<file path="config.mk">
export PLATFORM = sky130hd
export DESIGN_NAME = pat_match_logger
export DESIGN_NICKNAME = d
export VERILOG_FILES = /design/src/rtl/pat_pkg.sv /design/src/rtl/pat_fifo.sv /design/src/rtl/pat_match_logger.sv
export SDC_FILE = /design/constraint.sdc
export NUM_CORES = 1
export LEC_CHECK = 0
export BUFFER_PORTS_ARGS = -buffer_cell sky130_fd_sc_hd__buf_2
export CAP_MARGIN = 20
export CORE_MARGIN = 2
export CORE_UTILIZATION = 50
export CTS_BUF_LIST = sky130_fd_sc_hd__clkbuf_4
export DETAILED_ROUTE_END_ITERATION = 8
export PLACE_DENSITY = 0.67
export SETUP_SLACK_MARGIN = 0.02
export SKIP_CTS_REPAIR_TIMING = 1
export SLEW_MARGIN = 0
export SYNTH_ARGS = -nofsm -noshare
export SYNTH_HDL_FRONTEND = slang
export SYNTH_SLANG_ARGS = --single-unit
export TNS_END_PERCENT = 20
</file>
<file path="constraint.sdc">
create_clock -name clk -period 2.88 [get_ports clk]
set_input_delay 0.432 -clock clk [delete_from_list [all_inputs] [get_ports clk]]
set_output_delay 0.432 -clock clk [all_outputs]
set_load 0.03 [all_outputs]
</file>
<file path="src/rtl/pat_pkg.sv">
// Shared defaults and record type for the pattern-match logger.
package pat_pkg;
  localparam int PAT_DEPTH = 4;
  localparam int PAT_IDX_W = 8;
  localparam int PAT_CNT_W = 8;

  typedef logic [PAT_IDX_W-1:0] rec_t;
endpackage

</file>
<file path="src/rtl/pat_fifo.sv">
// Synchronous show-ahead FIFO; rd_data is the head entry read combinationally from storage.
// Pushes are refused when full unless a pop happens in the same cycle; pops are ignored while empty.
module pat_fifo
  import pat_pkg::*;
#(
  parameter int DEPTH = PAT_DEPTH,
  parameter int W     = PAT_IDX_W
) (
  input  logic                     clk,
  input  logic                     reset,
  input  logic                     wr_en,
  input  logic [W-1:0]             wr_data,
  input  logic                     rd_en,
  output logic [W-1:0]             rd_data,
  output logic                     empty,
  output logic                     full,
  output logic [$clog2(DEPTH):0]   level
);
  localparam int AW = $clog2(DEPTH);

  logic [W-1:0]  mem_q [DEPTH];
  logic [AW-1:0] wr_ptr_q, wr_ptr_d;
  logic [AW-1:0] rd_ptr_q, rd_ptr_d;
  logic [AW:0]   level_q, level_d;
  logic          do_pop, do_wr;

  assign empty   = (level_q == '0);
  assign full    = (level_q == (AW+1)'(DEPTH));
  assign level   = level_q;
  assign rd_data = mem_q[rd_ptr_q];

  assign do_pop = rd_en && !empty;
  assign do_wr  = wr_en && (!full || do_pop);

  // Power-of-two depth lets the pointers wrap by plain overflow.
  always_comb begin
    wr_ptr_d = wr_ptr_q;
    rd_ptr_d = rd_ptr_q;
    level_d  = level_q;
    if (do_wr)  wr_ptr_d = wr_ptr_q + AW'(1);
    if (do_pop) rd_ptr_d = rd_ptr_q + AW'(1);
    case ({do_wr, do_pop})
      2'b10:   level_d = level_q + (AW+1)'(1);
      2'b01:   level_d = level_q - (AW+1)'(1);
      default: level_d = level_q;
    endcase
  end

  always_ff @(posedge clk) begin
    if (reset) begin
      wr_ptr_q <= '0;
      rd_ptr_q <= '0;
      level_q  <= '0;
    end else begin
      wr_ptr_q <= wr_ptr_d;
      rd_ptr_q <= rd_ptr_d;
      level_q  <= level_d;
    end
  end

  // Storage is deliberately not reset.
  always_ff @(posedge clk) begin
    if (do_wr && !reset) mem_q[wr_ptr_q] <= wr_data;
  end
endmodule

</file>
<file path="src/rtl/pat_match_logger.sv">
// Logs the bit position of each upstream match flag into a small FIFO and counts events.
// Optional saturating drop counter enabled by PAT_DROP_CNT_EN.
module pat_match_logger
  import pat_pkg::*;
#(
  parameter int DEPTH = PAT_DEPTH,
  parameter int IDX_W = PAT_IDX_W,
  parameter int CNT_W = PAT_CNT_W
) (
  input  logic                     clk,
  input  logic                     reset,
  input  logic                     flag,
  input  logic                     rd_en,
  output logic [IDX_W-1:0]         rd_data,
  output logic                     empty,
  output logic                     full,
  output logic [$clog2(DEPTH):0]   level,
  output logic [CNT_W-1:0]         match_cnt
`ifdef PAT_DROP_CNT_EN
  ,
  output logic [CNT_W-1:0]         drop_cnt
`endif
);
  logic [IDX_W-1:0] bit_idx_q, bit_idx_d;
  logic [CNT_W-1:0] match_cnt_q, match_cnt_d;
  logic             wr_en;

  // A full buffer still takes the new record when the head leaves in the same cycle.
  assign wr_en = flag && (!full || (rd_en && !empty));

  pat_fifo #(.DEPTH(DEPTH), .W(IDX_W)) u_fifo (
    .clk     (clk),
    .reset   (reset),
    .wr_en   (wr_en),
    .wr_data (bit_idx_q),
    .rd_en   (rd_en),
    .rd_data (rd_data),
    .empty   (empty),
    .full    (full),
    .level   (level)
  );

  assign bit_idx_d   = bit_idx_q + IDX_W'(1);
  assign match_cnt_d = (flag && match_cnt_q != '1) ? match_cnt_q + CNT_W'(1) : match_cnt_q;
  assign match_cnt   = match_cnt_q;

  always_ff @(posedge clk) begin
    if (reset) begin
      bit_idx_q   <= '0;
      match_cnt_q <= '0;
    end else begin
      bit_idx_q   <= bit_idx_d;
      match_cnt_q <= match_cnt_d;
    end
  end

`ifdef PAT_DROP_CNT_EN
  logic [CNT_W-1:0] drop_cnt_q, drop_cnt_d;

  assign drop_cnt_d = (flag && !wr_en && drop_cnt_q != '1) ? drop_cnt_q + CNT_W'(1) : drop_cnt_q;
  assign drop_cnt   = drop_cnt_q;

  always_ff @(posedge clk) begin
    if (reset) drop_cnt_q <= '0;
    else       drop_cnt_q <= drop_cnt_d;
  end
`endif
endmodule

</file>
==> reports/summary.txt <==
Status -> completed
Rows -> 24
Synth Area in Compound Gates -> 0.0665
Proportion of synthesized area in mux cells -> 0.0970
Number of vias per cell -> 5.47
Worst skew pair latency -> 0.38 ns
CTS buffer count -> 9
Initial antenna violation count -> 0
Clk pwr share -> 0.251
Die ar. -> 0.00523 mm2
Tmin final -> 2.62 ns
Drt initial violations -> 78
Max_cap viols -> 0
Logic gate share of total power -> 0.236
Drt total wl -> 3.93 mm
Crit-path cells -> or3b_1 > o21a_1 > inv_1 > ha_1 > inv_1 > fa_1 > xor2_1 > or3_2 > a21oi_1
Simple-Gate Fraction of Synth Area -> 0.115
Vias post-DR -> 1432
Hold crit path type -> in -> reg
Final ANT Viol Nets -> 0
Worst Path Required -> 3.19 ns
Layout area overhead -> 13.0%
Clock Skews -> 0.00757 ns
Core box area -> 0.00441 mm2
Int Power -> 1.32 mW
Final TNS setup -> 0 ns
Pin count of the biggest net entering global routing -> 33
Post-Syn Area -> 0.00233 mm2
GR Overflow Total -> 0
Initial Util -> 0.529
Slew @ Worst Pin -> 0.539 ns
Antenna Cells -> 0
Critical path's top delay family -> simple AND/OR/NAND/NOR gates
Final HPWL DP -> 2.62 mm
Worst rel slew slack -> 0.640
Total clock sinks -> 57
Tcrit/Tclk final -> 0.911
Global-route wire length before repair -> 6.70 mm
Switching power -> 0.616 mW
Slew Limit Fails -> 0
H-tree levels -> 3
Critical Path AT -> 2.93 ns
Seq/Total Area, Yosys -> 0.626
DIE HEIGHT -> 72.3 um
Share of power burned in registers -> 0.513
Pwr per Cell Area -> 735 mW/mm2
Power Total -> 1.94 mW
Max FO, Critical Path -> 7
Setup crit end kind -> flip-flop
Number of synthesized flops with an enable pin -> 32
RSZ-0062 raised after global routing -> false
Clk slew on worst S/H paths -> 0.08 ns
Adder-Cell Fraction of Synth Area -> 0.0461
Largest family of logic cells by synthesized area -> simple AND/OR/NAND/NOR gates
Path type of the worst setup path -> reg -> reg
Async SR Flop Fraction -> 0
Gpl congestion -> 0.733
Final setup vio count -> 0
Switching Share -> 0.317
WP buf/inv -> 2
Gr usage total -> 0.174
Setup crit start kind -> flip-flop
Share of layout cells above drive strength 1 -> 0.257
CTS tree -> yes
IO Pins -> 25
Upper clock frequency limit -> 381 MHz
Post-DR wirelength/cell -> 15.0 um
Post-Synth XOR/XNOR Area -> 0.0263
Nets -> 217
CP most frequent cell -> inv_1
Post-Syn Nets -> 184
Primary FF master, synth -> edfxtp_1
Pleak -> 0.991 nW
Die span in x -> 72.3 um
Root buffer cell -> clkbuf_4
Synth Register Bits -> 57
Mapped Cells -> 172
Drt pass-1 iters -> 4
Final Hold Viols -> 0
Critical path's largest stage delay -> 0.43 ns
YS warnings -> 0
Longest Clk Path Bufs -> 2
Avg Cell Area, Syn -> 13.6 um2
Port Buffers -> 24
Flop2flop setup slack -> 0.26 ns
Post-route DRC violation count -> 0
Maximum VDD drop -> 0.668 mV
Slowest CP cell -> dfxtp_1
Synth cell types -> 39
Vias in the first global route -> 1442
==> placed cells by master (no fill, tap or decap), types with 2 or more instances in the layout <==
master / instances
nor3b_1: 4
a211oi_1: 3
nand4_1: 2
and3_1: 2
nor2_1: 14
buf_2: 24
ha_1: 7
clkbuf_4: 14
and4_1: 2
xor2_1: 6
or3_1: 2
edfxtp_1: 32
mux4_2: 8
nand3_1: 4
o31ai_1: 2
nand2b_1: 4
buf_4: 4
mux2i_1: 2
a31oi_1: 2
nor2b_1: 2
dfxtp_1: 25
a21boi_0: 2
inv_1: 8
a21oi_1: 10
o21ai_0: 3
nor3_1: 5
nand2_1: 4
==> per-stage QoR <==
stage	std cells	setup slack, ns	hold WS (ns)	area [um2]	utilization
6_report	262	0.258	0.419	2640	0.598
3_5_place_dp	246	0.294	0.513	2520	0.572
3_3_place_gp	246	0.385	0.494	2520	0.572
4_1_cts	262	0.259	0.391	2640	0.598
2_1_floorplan	172	0.261	0.465	2330	-
5_1_grt	262	0.0663	0.446	2640	0.598
==> per-layer routing <==
metal	track usage	vias up	part of all wire
li1	-	712	-
met1	0.224	683	0.48
met2	0.270	29	0.46
met3	0.0375	8	0.031
met4	0.107	0	0.023
met5	0	-	0
==> flip-flops by register name, summed over array words and instances (netlist names), named ones only <==
name,cells
bit_idx_q,8
match_cnt,8
u_fifo.level,3
u_fifo.mem_q,32
u_fifo.rd_ptr_q,2
u_fifo.wr_ptr_q,2
==> power by group through the flow <==
| stage | combinational (mW) | clock, mW | sequential, mW |
|---|---|---|---|
| 4_1_cts | 0.463 | 0.506 | 1.00 |
| 5_1_grt | 0.505 | 0.537 | 1.01 |
| 3_5_place_dp | 0.461 | 0 | 1.02 |
| 2_1_floorplan | 0.349 | 0 | 1.01 |
| 3_3_place_gp | 0.453 | 0 | 1.01 |
| 6_report | 0.457 | 0.487 | 0.996 |
==> worst register-to-register path, cell delays in order (launching register included) <==
cell,delay (ns)
dfxtp_1,0.43
or3b_1,0.39
o21a_1,0.23
inv_1,0.15
ha_1,0.21
inv_1,0.06
fa_1,0.37
xor2_1,0.16
or3_2,0.42
a21oi_1,0.15
==> synth_stat cells, types with 2 or more instances <==
cell	number	area [um2]
nor2b_1	2	12.5
nor3b_1	4	30.0
o21ai_0	3	15.0
nand3_1	4	20.0
dfxtp_1	25	500
mux4_2	8	180
a31oi_1	2	12.5
edfxtp_1	32	961
nand4_1	2	12.5
nand2b_1	4	25.0
buf_1	2	7.51
mux2i_1	2	20.0
clkbuf_1	2	7.51
nor2_1	14	52.6
nor3_1	5	25.0
or3_1	2	12.5
nand2_1	4	15.0
a211oi_1	3	22.5
ha_1	7	87.6
a21boi_0	2	15.0
o31ai_1	2	15.0
inv_1	8	30.0
xor2_1	6	52.6
a21oi_1	10	50.1
and3_1	2	12.5
and4_1	2	17.5
==> layout make-up <==
type                       count  area, um2
fill                         372       1780
sequential                    57       1460
multi-input combinational    101        818
timing repair buffer          28        150
clock buffer                  14        105
tap                           52       65.1
inverter                       8       30.0
clock inverter                 2       8.76
==> path summary, 6_finish.rpt <==
check	start	endpoint	depth (start not counted)
hold reg to reg	bit_idx_q[0]	bit_idx_q[0]	1
setup reg to reg	u_fifo.level[2]	u_fifo.level[2]	9
hold / removal	flag	match_cnt[2]	3
setup / recovery	u_fifo.level[2]	u_fifo.level[2]	9
==> cell families (layout without fill, tap and decap cells) <==
family | Yosys count | after routing
flops | 57 | 57
simple gates | 49 | 49
compound gates | 25 | 25
buf+inv | 14 | 52
mux | 12 | 12
fa+ha+maj | 8 | 8
xor+xnor | 7 | 7
Note: power is estimated with default switching activity, not from simulation.
